### src/rtl/icache_pkg.sv
// Shared types and width helpers for the instruction cache fetch unit.
package icache_pkg;

    localparam int ADDR_W = 16;
    localparam logic [15:0] NOP = 16'h0000;

    typedef enum logic {
        IDLE = 1'b0,
        FILL = 1'b1
    } fetch_state_t;

    function automatic int off_w(input int line_words);
        return $clog2(line_words);
    endfunction

    function automatic int idx_w(input int lines);
        return $clog2(lines);
    endfunction

    function automatic int tag_w(input int lines, input int line_words);
        return ADDR_W - $clog2(lines) - $clog2(line_words);
    endfunction

endpackage

### src/rtl/icache_fetch_unit_if.sv
// Read port between the fetch unit and the backing instruction memory.
interface icache_fetch_unit_if;
    logic        req;
    logic [15:0] addr;
    logic [15:0] rdata;
    logic        ack;

    modport master (output req, output addr, input rdata, input ack);
    modport slave  (input req, input addr, output rdata, output ack);
endinterface

### src/rtl/icache_line_array.sv
// Valid/tag/data storage for the direct-mapped cache. Only valid bits are reset.
module icache_line_array
    import icache_pkg::*;
#(
    parameter int LINES      = 16,
    parameter int LINE_WORDS = 4,
    localparam int OFF_W     = off_w(LINE_WORDS),
    localparam int IDX_W     = idx_w(LINES),
    localparam int TAG_W     = tag_w(LINES, LINE_WORDS)
) (
    input  logic             clk,
    input  logic             reset,
    input  logic             flush,
    input  logic [IDX_W-1:0] rd_idx,
    input  logic [OFF_W-1:0] rd_off,
    output logic             rd_valid,
    output logic [TAG_W-1:0] rd_tag,
    output logic [15:0]      rd_data,
    input  logic             word_wr,
    input  logic [IDX_W-1:0] word_idx,
    input  logic [OFF_W-1:0] word_off,
    input  logic [15:0]      word_data,
    input  logic             tag_wr,
    input  logic [IDX_W-1:0] tag_idx,
    input  logic [TAG_W-1:0] tag_val,
    input  logic             tag_valid_set
);

    logic [LINES-1:0] valid;
    logic [TAG_W-1:0] tag_mem  [LINES];
    logic [15:0]      data_mem [LINES][LINE_WORDS];

    // Valid bits: flush wins over a simultaneous line completion.
    always_ff @(posedge clk) begin
        if (!reset) begin
            valid <= '0;
        end else if (flush) begin
            valid <= '0;
        end else if (tag_wr) begin
            valid[tag_idx] <= tag_valid_set;
        end
    end

    // Tag and data storage, deliberately without reset.
    always_ff @(posedge clk) begin
        if (tag_wr) begin
            tag_mem[tag_idx] <= tag_val;
        end
        if (word_wr) begin
            data_mem[word_idx][word_off] <= word_data;
        end
    end

    assign rd_valid = valid[rd_idx];
    assign rd_tag   = tag_mem[rd_idx];
    assign rd_data  = data_mem[rd_idx][rd_off];

endmodule

### src/rtl/icache_fetch_unit.sv
// Direct-mapped read-only instruction cache: combinational hit path,
// whole-line refill over a req/ack memory port on a miss.
//
//   state | meaning
//   ------+--------------------------------------------------------------
//   IDLE  | lookup active; a miss latches the line and starts a refill
//   FILL  | fetching words 0..LINE_WORDS-1 of the latched line, one per ack
module icache_fetch_unit
    import icache_pkg::*;
#(
    parameter int LINES      = 16,
    parameter int LINE_WORDS = 4
) (
    input  logic        clk,
    input  logic        reset,
    input  logic [15:0] pc_addr,
    input  logic        fetch_en,
    input  logic        flush,
    output logic [15:0] instr,
    output logic        icache_stall,
    output logic [15:0] hit_cnt,
    output logic [15:0] miss_cnt,
    icache_fetch_unit_if.master mem
);

    localparam int OFF_W  = off_w(LINE_WORDS);
    localparam int IDX_W  = idx_w(LINES);
    localparam int TAG_W  = tag_w(LINES, LINE_WORDS);
    localparam int LINE_W = ADDR_W - OFF_W;

    fetch_state_t state, state_next;

    logic [OFF_W-1:0]  off;
    logic [IDX_W-1:0]  idx;
    logic [TAG_W-1:0]  tag;
    logic [LINE_W-1:0] fill_line;
    logic [IDX_W-1:0]  fill_idx;
    logic [TAG_W-1:0]  fill_tag;
    logic [OFF_W-1:0]  k;
    logic              flush_pend;
    logic              req_reg;
    logic [15:0]       addr_reg;

    logic              rd_valid;
    logic [TAG_W-1:0]  rd_tag;
    logic [15:0]       rd_data;

    logic              hit;
    logic              start_fill;
    logic              word_wr;
    logic              last_ack;
    logic              ack_ok;

    assign off      = pc_addr[OFF_W-1:0];
    assign idx      = pc_addr[OFF_W +: IDX_W];
    assign tag      = pc_addr[ADDR_W-1 -: TAG_W];
    assign fill_idx = fill_line[IDX_W-1:0];
    assign fill_tag = fill_line[LINE_W-1:IDX_W];

    // An ack only counts while a request is actually outstanding.
    assign ack_ok = req_reg && mem.ack && reset;

    icache_line_array #(
        .LINES      (LINES),
        .LINE_WORDS (LINE_WORDS)
    ) u_lines (
        .clk           (clk),
        .reset         (reset),
        .flush         (flush),
        .rd_idx        (idx),
        .rd_off        (off),
        .rd_valid      (rd_valid),
        .rd_tag        (rd_tag),
        .rd_data       (rd_data),
        .word_wr       (word_wr),
        .word_idx      (fill_idx),
        .word_off      (k),
        .word_data     (mem.rdata),
        .tag_wr        (last_ack),
        .tag_idx       (fill_idx),
        .tag_val       (fill_tag),
        .tag_valid_set (!flush_pend && !flush)
    );

    // State register.
    always_ff @(posedge clk) begin
        if (!reset) begin
            state <= IDLE;
        end else begin
            state <= state_next;
        end
    end

    // Next-state, hit detection and fill-progress strobes.
    always_comb begin
        state_next = state;
        hit        = 1'b0;
        start_fill = 1'b0;
        word_wr    = 1'b0;
        last_ack   = 1'b0;
        case (state)
            IDLE: begin
                hit = rd_valid && (rd_tag == tag);
                if (!hit) begin
                    start_fill = 1'b1;
                    state_next = FILL;
                end
            end
            FILL: begin
                if (ack_ok) begin
                    word_wr = 1'b1;
                    if (k == OFF_W'(LINE_WORDS - 1)) begin
                        last_ack   = 1'b1;
                        state_next = IDLE;
                    end
                end
            end
            default: state_next = IDLE;
        endcase
    end

    // Fill bookkeeping and the registered memory request.
    always_ff @(posedge clk) begin
        if (!reset) begin
            fill_line  <= '0;
            k          <= '0;
            flush_pend <= 1'b0;
            req_reg    <= 1'b0;
            addr_reg   <= '0;
        end else begin
            if (start_fill) begin
                fill_line <= pc_addr[ADDR_W-1:OFF_W];
                k         <= '0;
                req_reg   <= 1'b1;
                addr_reg  <= {pc_addr[ADDR_W-1:OFF_W], {OFF_W{1'b0}}};
            end else if (word_wr) begin
                if (last_ack) begin
                    k       <= '0;
                    req_reg <= 1'b0;
                end else begin
                    k        <= k + OFF_W'(1);
                    addr_reg <= {fill_line, k + OFF_W'(1)};
                end
            end
            if (start_fill || last_ack) begin
                flush_pend <= 1'b0;
            end else if (state == FILL && flush) begin
                flush_pend <= 1'b1;
            end
        end
    end

    // Saturating hit/miss statistics; flush leaves them alone.
    always_ff @(posedge clk) begin
        if (!reset) begin
            hit_cnt  <= '0;
            miss_cnt <= '0;
        end else begin
            if (hit && fetch_en && hit_cnt != 16'hFFFF) begin
                hit_cnt <= hit_cnt + 16'd1;
            end
            if (start_fill && miss_cnt != 16'hFFFF) begin
                miss_cnt <= miss_cnt + 16'd1;
            end
        end
    end

    assign instr        = hit ? rd_data : NOP;
    assign icache_stall = !hit;
    assign mem.req      = req_reg;
    assign mem.addr     = addr_reg;

endmodule

### src/flat_wrapper.sv
// flat-port wrapper written by rule: the top's interface ports become plain ports
module icache_fetch_unit_flat import icache_pkg::*;
#(
    parameter int LINES      = 16,
    parameter int LINE_WORDS = 4
)
  (clk, reset, pc_addr, fetch_en, flush, instr, icache_stall, hit_cnt, miss_cnt, mem_req, mem_addr, mem_rdata, mem_ack);
  icache_fetch_unit_if mem_i ();
  input  logic clk;
  input  logic reset;
  input  logic [15:0] pc_addr;
  input  logic fetch_en;
  input  logic flush;
  output logic [15:0] instr;
  output logic icache_stall;
  output logic [15:0] hit_cnt;
  output logic [15:0] miss_cnt;
  output wire logic [$bits(mem_i.req)-1:0] mem_req;
  output wire logic [$bits(mem_i.addr)-1:0] mem_addr;
  input wire logic [$bits(mem_i.rdata)-1:0] mem_rdata;
  input wire logic [$bits(mem_i.ack)-1:0] mem_ack;
  assign mem_req = mem_i.req;
  assign mem_addr = mem_i.addr;
  assign mem_i.rdata = mem_rdata;
  assign mem_i.ack = mem_ack;
  icache_fetch_unit #(.LINES(LINES), .LINE_WORDS(LINE_WORDS)) u_core (.clk(clk), .reset(reset), .pc_addr(pc_addr), .fetch_en(fetch_en), .flush(flush), .instr(instr), .icache_stall(icache_stall), .hit_cnt(hit_cnt), .miss_cnt(miss_cnt), .mem(mem_i));
endmodule
### config.mk
export PLATFORM = sky130hd
export DESIGN_NAME = icache_fetch_unit_flat
export DESIGN_NICKNAME = d
export VERILOG_FILES = /design/src/rtl/icache_pkg.sv /design/src/rtl/icache_fetch_unit_if.sv /design/src/rtl/icache_line_array.sv /design/src/rtl/icache_fetch_unit.sv /design/src/flat_wrapper.sv
export SDC_FILE = /design/constraint.sdc
export NUM_CORES = 1
export LEC_CHECK = 0
export CORE_MARGIN = 3
export CORE_UTILIZATION = 62
export DETAILED_ROUTE_END_ITERATION = 12
export HOLD_SLACK_MARGIN = 0.15
export PLACE_DENSITY_LB_ADDON = 0.08
export SLEW_MARGIN = 25
export SYNTH_ARGS = -nofsm -noshare
export SYNTH_HDL_FRONTEND = slang
export SYNTH_SLANG_ARGS = --single-unit
### constraint.sdc
create_clock -name clk -period 5.6 [get_ports clk]
set_clock_uncertainty 0.05 [all_clocks]
set_input_delay 0.84 -clock clk [delete_from_list [all_inputs] [get_ports clk]]
set_output_delay 0.84 -clock clk [all_outputs]
set_load 0.005 [all_outputs]
==> Word-level counts from Yosys, hierarchy flattened <==
Memory sizes are Yosys's and may differ from the RTL's.
Cells that the tools add are included.
{ "totals": {"out_inout_bits": 66, "ff_bits": 83, "mem_bits_rw": 1184, "input_bits": 37, "elab_cells": 86, "memories": 2} }
{ "op_classes": {"magnitude_cmp": 6, "mux": 33, "bitwise_logic": 5, "eq_ne": 5, "addsub": 3, "n_reduce_logical": 22} }
{ "mem_list": {"columns": ["memory", "words", "word_bits", "rd", "rd_clocked_by_memory_dff", "wr", "line", "rtl"], "rows": [
  ["u_core.u_lines.data_mem", 16, 64, 1, 0, 1, "icache_line_array.sv:31", "logic [15:0] data_mem [LINES][LINE_WORDS];"],
  ["u_core.u_lines.tag_mem", 16, 10, 1, 0, 1, "icache_line_array.sv:30", "logic [TAG_W-1:0] tag_mem [LINES];"]
]} }
{ "ops": {"columns": ["operator", "n"], "rows": [
  ["16-bit two-way mux", 7],
  ["64-bit two-way mux", 1],
  ["16-bit by 1-bit adder with 16-bit output (second input constant)", 2],
  ["16-bit binary-select mux with 2-bit select", 1],
  ["16-bit demux with 2-bit select", 1],
  ["16-bit inequality test (second input constant)", 2],
  ["1-bit two-way mux", 18],
  ["16-bit bitwise mux", 1],
  ["10-bit equality test", 1],
  ["1-bit logical AND", 10],
  ["4-bit by 5-bit < comparator with 1-bit output (second input constant)", 2],
  ["3-bit greater-or-equal comparator (second input constant)", 2],
  ["2-bit NOT with 3-bit output", 2],
  ["2-bit AND reduction", 3],
  ["2-bit OR reduction", 3],
  ["1-bit binary-select mux with 4-bit select", 1],
  ["1-bit demux with 4-bit select", 1],
  ["4-bit by 1-bit greater-or-equal comparator with 1-bit output (second input constant)", 1],
  ["2-bit nonzero test", 2],
  ["1-bit zero test", 3],
  ["3-bit by 1-bit < comparator with 1-bit output (second input constant)", 1],
  ["1-bit NOT", 3],
  ["2-bit by 1-bit adder with 2-bit output (second input constant)", 1],
  ["2-bit equality test (second input constant)", 1],
  ["other kinds (4)", 4]
]} }

==> Depth between registers and ports, before layout <==
{ "logic_depth": {"ltp_word": 7, "depth_mapped": 14} }

==> Cells and area by module <==
From an unflattened synthesis, not the netlist that was laid out.
{ "hier_totals": {"hier_cells": 2549, "hier_area_um2": 49717.7} }
{ "by_module_without_submodules": {"columns": ["mod", "area_per_inst_um2", "n_inst", "cells_each", "seq_area_each_um2"], "rows": [
  ["icache_line_array", 46374.5, 1, 2148, 35874.4],
  ["icache_fetch_unit", 3343.2, 1, 401, 1341.3]
]} }

==> Worst setup path after synthesis <==
Ideal clock, no wire load.
{ "synth_path": {"kind": "input to output", "start": "in pc_addr[2]", "end": "out instr[0]", "arrival_ns": 3.603, "path_stages": 8, "path_slack_ns": 1.107, "path_cell_list": "buf_4 buf_2 buf_2 buf_1 mux4_2 mux4_2 mux4_2 and3_1"} }
{ "synth_via": {"elab_chain_cells": 5} }
{ "synth_lines": {"columns": ["item", "line", "rtl"], "rows": [
  ["from (decl)", "flat_wrapper.sv:11", "input logic [15:0] pc_addr;"],
  ["memory 16 x 10 bit (tied with other cells)", null, null],
  ["10-bit equality test (tied with other cells)", "icache_fetch_unit.sv:103", "hit = rd_valid && (rd_tag == tag);"],
  ["1-bit logical AND or 16-bit two-way mux (tied branches)", "icache_fetch_unit.sv:103, icache_line_array.sv:56", null],
  ["1-bit two-way mux or 16-bit two-way mux (tied branches)", "icache_fetch_unit.sv:101, icache_line_array.sv:56", null],
  ["16-bit two-way mux (*)", "icache_fetch_unit.sv:168", "assign instr = hit ? rd_data : NOP;"],
  ["to (decl)", "flat_wrapper.sv:14", "output logic [15:0] instr;"]
]} }
Every way passes the cells marked *; elsewhere a longest branch is shown, timed or not. The select of a mux whose other input is x is not followed.

==> Final worst setup path <==
{ "layout_path": {"start": "in pc_addr[5]", "end": "out instr[6]"} }
Same word-level chain as after synthesis.

==> results_dict.tcl <==
set metrics [dict create \
    syn_area_um2 49670 \
    power.density_nw_per_um2 348.0 \
    cp.required_ns 4.71 \
    hpwlAfterDp_um 68670 \
    cp_max_fo 35 \
    io_pins 103 \
    synth_edf_count 1184 \
    synth_compound_area_frac 0.01968 \
    ys_ff_latch 1267 \
    p_total_mw 19.70 \
    fin_crit_ns 5.171 \
    max_stage_delay_ns 0.53 \
    ys.flop_type "edfxtp_1" \
    cts_tree "built" \
    wl_met1_um 44380 \
    cts_htree_levels 4 \
    final_area_um2 56600 \
    finalSetupTns_ns 0 \
    clk_pin_slew_ns 0.06 \
    synthMuxAreaShare 0.1772 \
    first_global_vias 25260 \
    portBuffers 102 \
    largest_register_ffs 1024 \
    layout_commonest_cell "edfxtp_1" \
    setup_violations 0 \
    cts.sinks 1267 \
    worstPathArrival_ns 4.28 \
    relSlewSlack 0.3140 \
    cts_buffers 130 \
    cts_buffer_depth 3 \
    dr_total_vias 25190 \
    grt_pass1_wl_um 173200 \
    antenna_found_initial 7 \
    rsz0062_at_grt "false" \
    tightestPinTransition_ns 1.028 \
    viasPerCell 6.765 \
    crit_family "buffers and inverters" \
    fmax_mhz 193.4 \
    hold_buffers 0 \
    worst_setup_path_start_kind "primary input" \
    irDropWorstVdd_uv 315.8 \
    nFillCells 4664 \
    start_util 0.6277 \
    grt_overflow 0 \
    drt_iter0_drc 3201 \
    layout_common_cells "1184 x edfxtp_1, 370 x mux4_2, 135 x clkbuf_16" \
    slowest_stage "clkdlybuf4s50_1" \
    postCtsSetupRepairBufs 0 \
    final_net_count 2609 \
    wl_met2_um 58890 \
    layout-drive-gt1-share 0.2759 \
    dieArea_um2 83540 \
    largest_register "u_core.u_lines.data_mem" \
    dpl.cell_count 3484 \
    syn_area_per_cell_um2 21.02 \
    top_layer "met5" \
    crit_type "primary input to output port" \
    reg_top3 "u_core.u_lines.data_mem (1024), u_core.u_lines.tag_mem (160)" \
    synth_fa_ha_area_frac 0.001512 \
    grt_usage 0.2944 \
    finalHoldViolations 0 \
    hp-class "flop to flop" \
    syn_to_final_growth_pct 13.97 \
    synth_nets 2406 \
    synthSimpleGateAreaFrac 0.03648 \
    cts_resized 0 \
    path_cells "clkdlybuf4s50_1 -> buf_12 -> mux4_2 -> mux4_2 -> xnor2_2 -> nand4_1 -> nor4_2 -> buf_12 -> and3_1 -> clkdlybuf4s50_1" \
    drc_errors 0 \
    status "finished clean" \
    gp_congestion 0.8208 \
    wl_met3_um 12000 \
    grt_max_degree 76 \
    ant_nets 0 \
    syn_inst 2363 \
    yosys_warnings 0 \
    placementRows 103 \
    die_y_um 289.0 \
    dieWidth_um 289.0 \
    finalCritPeriodShare 0.9235 \
    cp-end-kind "output port" \
    p_leak_nw 17.92 \
    synth-xor-area-share 0.001386 \
    async_flop_share 0 \
    core_um2 79130 \
    cap_viol_max_count 0 \
    dr.pass1.iters 6 \
    dpl-instance-area_um2 52410 \
    path_buf_inv 4 \
    slew_viol_final 0 \
    root_buffer "clkbuf_16" \
    insertion_delay_ns 0.72 \
    layout.cells.non_filler 3724 \
    yosysSeqAreaShare 0.7493 \
    synth_top_family_by_area "multiplexers" \
    drt_wl_total_um 118900 \
    wire_per_inst_um 31.94 \
    synthDistinctLibCells 61 \
]
==> logic make-up after synthesis <==
family / count (synthesis)
DFF: 1267
muxes: 416
and+or+nand+nor: 374
buffers and inverters: 148
AOI/OAI and AO/OA: 145
xor gates and xnor gates: 7
adders and majority gates: 6
==> worst paths after layout <==
path | from | endpoint | slack, ns | cells after the start
max reg2reg | u_core.u_lines.tag_mem[12][8] | u_core.k[1] | 2.36 | 8
min | u_core.mem.addr[1] | u_core.mem.addr[1] | 0.42 | 2
min reg2reg | u_core.mem.addr[1] | u_core.mem.addr[1] | 0.42 | 2
max | pc_addr[5] | instr[6] | 0.43 | 10
==> area by class of cell <==
class | count | area [um2] | share of cell area
antenna | 3 | 7.507 | 0.0001326
clock buffer | 172 | 3537 | 0.06249
clock inverter | 65 | 605.6 | 0.01070
inverter | 11 | 43.79 | 0.0007737
multi-input combinational | 948 | 11900 | 0.2102
sequential | 1267 | 37220 | 0.6575
tap | 1050 | 1314 | 0.02321
timing repair buffer | 208 | 1983 | 0.03504
==> cell usage after synthesis, drive strengths merged (7+ instances only) <==
| library cell | number | area (um2) |
|---|---|---|
| a21oi | 42 | 210.2 |
| a22oi | 10 | 75.07 |
| a31o | 29 | 254.0 |
| and3 | 24 | 150.1 |
| and4 | 9 | 78.83 |
| buf | 83 | 471.7 |
| clkbuf | 54 | 202.7 |
| dfxtp | 83 | 1662 |
| edfxtp | 1184 | 35550 |
| inv | 11 | 41.29 |
| mux2i | 40 | 400.4 |
| mux4 | 370 | 8333 |
| nand2 | 105 | 394.1 |
| nand2b | 9 | 56.30 |
| nand3 | 27 | 135.1 |
| nand4 | 11 | 68.82 |
| nor2 | 113 | 424.2 |
| nor2b | 8 | 50.05 |
| nor3 | 8 | 40.04 |
| o21ai | 33 | 165.2 |
| or3 | 33 | 206.5 |
| or4 | 7 | 56.30 |
==> per-layer routing <==
layer	global-route usage	vias up
met5	0	-
met4	0.09413	4
li1	-	10300
met2	0.4699	1467
met1	0.4175	13190
met3	0.06326	230
==> power breakdown <==
| part | total [mW] | leakage, nW | switching, mW | internal, mW |
|---|---|---|---|---|
| clock network | 8.38 | 2.01 | 3.50 | 4.88 |
| registers | 10.4 | 11.3 | 0.0335 | 10.4 |
| logic | 0.919 | 4.57 | 0.535 | 0.384 |
==> tightest hold or removal path: stages (launching register included) <==
cell	delay (ns)
dfxtp_1	0.31
nand2_1	0.06
o21ai_1	0.05
==> per-stage QoR <==
stage                       util  worst slack [ns]  hold WS, ns
final                     0.7153            0.4286       0.4185
after global routing      0.7152            0.3255       0.4381
after CTS                 0.7147            0.4171       0.4203
after detailed placement  0.6623            0.4169       0.4129
after global placement    0.6617            0.4878       0.4020
after floorplan                -             1.107       0.3947
No activity file was read; power rests on OpenSTA's default activity.
